<file path="src/rtl/fpu_pipe_pkg.sv">
// Shared FPU pipeline bundle definitions: widths, field offsets, pack/unpack helpers.
// Stage registers stay field-agnostic; only producers/consumers use the structs.
package fpu_pipe_pkg;

   localparam int RM_W           = 3;
   localparam int EXP10_W        = 10;
   localparam int INF_NAN_FRAC_W = 22;
   localparam int MUL_Z_W        = 48;
   localparam int ADD_SIG_W      = 27;

   localparam int MUL_A2N_W   = RM_W + 1 + EXP10_W + 1 + INF_NAN_FRAC_W + MUL_Z_W;
   localparam int ADD_ALIGN_W = RM_W + 1 + EXP10_W + 1 + INF_NAN_FRAC_W + 2 * ADD_SIG_W;

   // Bit offsets of the mul a2n bundle, LSB first
   localparam int MUL_Z_LSB            = 0;
   localparam int MUL_INF_NAN_FRAC_LSB = MUL_Z_LSB + MUL_Z_W;
   localparam int MUL_IS_INF_NAN_BIT   = MUL_INF_NAN_FRAC_LSB + INF_NAN_FRAC_W;
   localparam int MUL_EXP10_LSB        = MUL_IS_INF_NAN_BIT + 1;
   localparam int MUL_SIGN_BIT         = MUL_EXP10_LSB + EXP10_W;
   localparam int MUL_RM_LSB           = MUL_SIGN_BIT + 1;

   typedef struct packed {
      logic [RM_W-1:0]           rm;
      logic                      sign;
      logic [EXP10_W-1:0]        exp10;
      logic                      is_inf_nan;
      logic [INF_NAN_FRAC_W-1:0] inf_nan_frac;
      logic [MUL_Z_W-1:0]        z;
   } mul_a2n_t;

   typedef struct packed {
      logic [RM_W-1:0]           rm;
      logic                      sign;
      logic [EXP10_W-1:0]        exp10;
      logic                      is_inf_nan;
      logic [INF_NAN_FRAC_W-1:0] inf_nan_frac;
      logic [ADD_SIG_W-1:0]      sig_a;
      logic [ADD_SIG_W-1:0]      sig_b;
   } add_align_t;

   function automatic logic [MUL_A2N_W-1:0] pack_mul_a2n(input mul_a2n_t b);
      return b;
   endfunction

   function automatic mul_a2n_t unpack_mul_a2n(input logic [MUL_A2N_W-1:0] v);
      return mul_a2n_t'(v);
   endfunction

   function automatic logic [ADD_ALIGN_W-1:0] pack_add_align(input add_align_t b);
      return b;
   endfunction

   function automatic add_align_t unpack_add_align(input logic [ADD_ALIGN_W-1:0] v);
      return add_align_t'(v);
   endfunction

endpackage

</file>
<file path="src/rtl/fpu_pipe_data_reg.sv">
// W-bit data register with load enable; optional synchronous clear. Latency 1 cycle, no flow control.
module fpu_pipe_data_reg #(
   parameter int W   = 1,
   parameter bit RST = 1'b0
) (
   input  logic         clk,
   input  logic         rst_n,
   input  logic         load,
   input  logic [W-1:0] d,
   output logic [W-1:0] q
);

   always_ff @(posedge clk) begin
      if (RST && !rst_n) begin
         q <= '0;
      end else if (load) begin
         q <= d;
      end
   end

endmodule

</file>
<file path="src/rtl/fpu_pipe_stage_skid.sv">
// Valid/ready FPU stage register, optional 2-entry skid (registered in_ready), flush and occupancy.
// Latency 1 cycle, 1 bundle/cycle; output held stable while out_valid & ~out_ready.
module fpu_pipe_stage_skid
   import fpu_pipe_pkg::*;
#(
   parameter int DATA_W   = MUL_A2N_W,
   parameter bit SKID     = 1'b1,
   parameter bit RST_DATA = 1'b0
) (
   input  logic              clk,
   input  logic              rst_n,
   input  logic              flush,
   input  logic              in_valid,
   output logic              in_ready,
   input  logic [DATA_W-1:0] in_data,
   output logic              out_valid,
   input  logic              out_ready,
   output logic [DATA_W-1:0] out_data,
   output logic [1:0]        occ
);

   logic              drain;
   logic              acc;
   logic              out_valid_q;
   logic              skid_valid_q;
   logic              main_load;
   logic [DATA_W-1:0] main_d;

   // Output slot is free or leaving this cycle
   assign drain = ~out_valid_q | out_ready;
   assign acc   = in_valid & in_ready;

   always_ff @(posedge clk) begin
      if (!rst_n || flush) begin
         out_valid_q <= 1'b0;
      end else if (drain) begin
         out_valid_q <= skid_valid_q | acc;
      end
   end

   generate
      if (SKID) begin : g_skid
         logic [DATA_W-1:0] skid_data;

         always_ff @(posedge clk) begin
            if (!rst_n || flush) begin
               skid_valid_q <= 1'b0;
            end else if (drain) begin
               skid_valid_q <= 1'b0;
            end else if (acc) begin
               skid_valid_q <= 1'b1;
            end
         end

         fpu_pipe_data_reg #(.W(DATA_W), .RST(RST_DATA)) u_skid_reg (
            .clk   (clk),
            .rst_n (rst_n),
            .load  (acc & ~drain),
            .d     (in_data),
            .q     (skid_data)
         );

         // A held skid entry always refills the output before any newer input
         assign main_d    = skid_valid_q ? skid_data : in_data;
         assign main_load = drain & (skid_valid_q | acc);
         assign in_ready  = ~skid_valid_q;
      end else begin : g_single
         assign skid_valid_q = 1'b0;
         assign main_d       = in_data;
         assign main_load    = drain & acc;
         assign in_ready     = drain;
      end
   endgenerate

   fpu_pipe_data_reg #(.W(DATA_W), .RST(RST_DATA)) u_main_reg (
      .clk   (clk),
      .rst_n (rst_n),
      .load  (main_load),
      .d     (main_d),
      .q     (out_data)
   );

   assign out_valid = out_valid_q;
   assign occ       = {1'b0, out_valid_q} + {1'b0, skid_valid_q};

endmodule

</file>
<file path="config.mk">
export PLATFORM = sky130hd
export DESIGN_NAME = fpu_pipe_stage_skid
export DESIGN_NICKNAME = d
export VERILOG_FILES = /design/src/rtl/fpu_pipe_pkg.sv /design/src/rtl/fpu_pipe_data_reg.sv /design/src/rtl/fpu_pipe_stage_skid.sv
export SDC_FILE = /design/constraint.sdc
export NUM_CORES = 1
export LEC_CHECK = 0
export ABC_AREA = 1
export BUFFER_PORTS_ARGS = -buffer_cell sky130_fd_sc_hd__buf_4
export CAP_MARGIN = 25
export CORE_MARGIN = 1.5
export CORE_UTILIZATION = 30
export CTS_CLUSTER_DIAMETER = 100
export DETAILED_ROUTE_END_ITERATION = 16
export GPL_TIMING_DRIVEN = 0
export PLACE_DENSITY = 0.51
export SLEW_MARGIN = 25
export SYNTH_ARGS = -nofsm -noshare
export SYNTH_HDL_FRONTEND = slang
export SYNTH_SLANG_ARGS = --single-unit
</file>
<file path="constraint.sdc">
create_clock -name clk -period 9.6 [get_ports clk]
set_input_delay 1.44 -clock clk [delete_from_list [all_inputs] [get_ports clk]]
set_output_delay 1.44 -clock clk [all_outputs]
set_load 0.05 [all_outputs]
</file>
==> impl_metrics.env <==
export IMPL_final_core_util_pct=43.05
export IMPL_grt_total_usage_pct=13.55
export IMPL_fin_area_um2=8795
export IMPL_die_h_um=148.0
export IMPL_cp_arrival_ns=3.11
export IMPL_cts_hold_buf=0
export IMPL_fin_cells=957
export IMPL_cts_made_buffers=17
export IMPL_syn_area_um2=6309
export IMPL_n_fill_cell=1947
export IMPL_die_area_um2=21910
export IMPL_ff2ff_path_depth=7
export IMPL_tritoncts="yes"
export IMPL_core_area_um2=20430
export IMPL_io_pins=179
export IMPL_netlist_top_cell_by_area="edfxtp_1"
export IMPL_dp_cells=926
export IMPL_cap_violations=0
export IMPL_rsz0062_at_grt="no"
export IMPL_path_clk_slew_ns=0.07
export IMPL_grt_pass1_vias=4295
export IMPL_hpwlAfterDp_mm=10.31
export IMPL_antenna_cells=0
export IMPL_cts_sinks=172
export IMPL_placed_area_um2=8223
export IMPL_clockBufferDepth=2
export IMPL_drt_vias_per_instance=4.218
export IMPL_clock_latency_ns=0.42
export IMPL_drtPass1Iterations=4
export IMPL_hold_worst_slack_ns=0.5135
export IMPL_std_cell_rows=52
export IMPL_avgSynthCellArea_um2=13.65
export IMPL_crit_path_max_fanout=9
export IMPL_ys_types=12
export IMPL_outcome="finished, final reports clean"
export IMPL_wl_mm=14.22
export IMPL_leakage_nw=3.709
export IMPL_setup_viol=0
export IMPL_htreeDepth=4
export IMPL_vias=4037
export IMPL_worstHoldPathType="flip-flop to flip-flop"
export IMPL_drtAntennaViolNets=0
export IMPL_synthTopCellsByArea="edfxtp_1 81%, nand2_1 15%, buf_2 0.79%, buf_6 0.71%, dfxtp_1 0.63%"
export IMPL_holdPathStages=2
export IMPL_fin_crit_sh_pct=31.12
export IMPL_worst_slack_ns=6.612
export IMPL_tightest_slew_ns=0.7440
export IMPL_netlist_area_leader_share_pct=80.92
export IMPL_relSlewSlack_pct=50.13
export IMPL_drtIter0Drc=137
export IMPL_clock_skew_ns=0.008671
export IMPL_synth_seq_cells=172
export IMPL_worstSetupPathType="input port to flip-flop"
export IMPL_wl_per_cell_um=14.86
export IMPL_post_route_min_period_ns=2.988
export IMPL_io_buffers=178
export IMPL_synth_seq_area_share_pct=81.55
export IMPL_place_ws_ns=6.115
export IMPL_cts_root_buf="clkbuf_16"
export IMPL_vdd_drop_max_mv=0.1108
export IMPL_drive_gt1_share_pct=35.52
export IMPL_powerDensity_nw_per_um2=197.4
export IMPL_yosys_warnings=0
export IMPL_antenna_found_initial=0
export IMPL_critPathLaunchType="input port"
export IMPL_syn_inst=462
export IMPL_drc=0
export IMPL_setup_tns_final_ns=0
export IMPL_slew_violations=0
export IMPL_gp_congestion=0.6996
export IMPL_synth_net_count=553
export IMPL_cp_end_kind="flip-flop"
export IMPL_p_total_mw=1.736
export IMPL_grt_pass1_wl_mm=22.60
export IMPL_die_w_um=148.0
export IMPL_grt_max_degree=21
export IMPL_synthToLayoutAreaGrowth_pct=39.41
export IMPL_nets=766
export IMPL_start_util_pct=30.88
export IMPL_hold_viol_final=0
export IMPL_crit_required_ns=9.72
export IMPL_ctsResizeCount=0
export IMPL_fmax_mhz=334.7
export IMPL_postCtsSetupBuffers=0
export IMPL_grt_overflow_total=0
-- sequential cells by signal, indices dropped and copies added, names as in the netlist --
signal               cells
skid_valid_q             1
u_main_reg.q            85
g_skid.u_skid_reg.q     85
out_valid                1
-- layout by cell type (no fill, tap or decap) --
cell type / Yosys / routed
ha_1: 1 / 1
nor2_1: 3 / 3
buf_2: 10 / 10
nand2_1: 260 / 260
inv_4: 1 / 1
clkbuf_16: 0 / 17
dfxtp_1: 2 / 2
bufinv_16: 0 / 2
buf_6: 4 / 5
buf_16: 0 / 5
a21oi_4: 0 / 1
edfxtp_1: 170 / 170
nor3_2: 0 / 1
buf_4: 5 / 193
inv_1: 4 / 4
clkinvlp_4: 0 / 5
clkinv_4: 0 / 1
clkinv_1: 0 / 3
inv_6: 0 / 2
inv_8: 0 / 1
-- cell type report --
type	instances	area [µm²]	area share, %
clock buffers	17	425.4	4.837
well taps	270	337.8	3.841
flip-flops and latches	172	5145	58.50
repair buffers	194	1560	17.74
clock inverters	14	146.4	1.665
inverters	5	21.27	0.2419
plain buffers	19	132.6	1.508
multi-input cells	266	1026	11.67
-- metal layers --
metal,global-route usage [%],routed length (µm),vias up,share of wire [%]
li1,-,-,1987,-
met1,16.08,5798,1920,41
met2,22.50,7050,117,50
met3,5.247,1200,13,8.4
met4,4.653,171,0,1.2
met5,0,0,-,0
-- cells by family after synthesis --
| group | after synthesis | share of synthesized area (%) |
|---|---|---|
| buffers and inverters | 24 | 2.440 |
| and+or+nand+nor | 264 | 15.73 |
| AOI/OAI and AO/OA | 1 | 0.07926 |
| DFF | 172 | 81.56 |
| adders and majority gates | 1 | 0.1983 |
-- power breakdown --
group / internal (mW) / switching [mW] / total (mW) / leakage (nW)
clock network: 0.383 / 0.290 / 0.673 / 0.262
registers: 0.859 / 0.00801 / 0.867 / 1.61
logic: 0.0685 / 0.127 / 0.196 / 1.83
-- cell usage after synthesis --
cell,instances
nand2_1,260
edfxtp_1,170
buf_2,10
buf_4,5
buf_6,4
inv_1,4
nor2_1,3
dfxtp_1,2
a21oi_1,1
ha_1,1
inv_4,1
nor3_1,1
-- worst max-delay path, cell delays in order --
cell and delay (ns):
buf_4 0.11, inv_1 0.05, nand2_1 0.07, nor3_2 0.58, buf_4 0.29, buf_4 0.20, buf_6 0.16, buf_4 0.19
-- worst paths after layout --
check | start | endpoint | slack (ns)
worst max-delay path | out_ready | g_skid.u_skid_reg.q[38] | 6.61
worst min-delay path | g_skid.u_skid_reg.q[30] | u_main_reg.q[30] | 0.51
worst max register to register | skid_valid_q | g_skid.u_skid_reg.q[38] | 7.19
worst min register to register | g_skid.u_skid_reg.q[30] | u_main_reg.q[30] | 0.51
(Power assumes the default switching activity.)
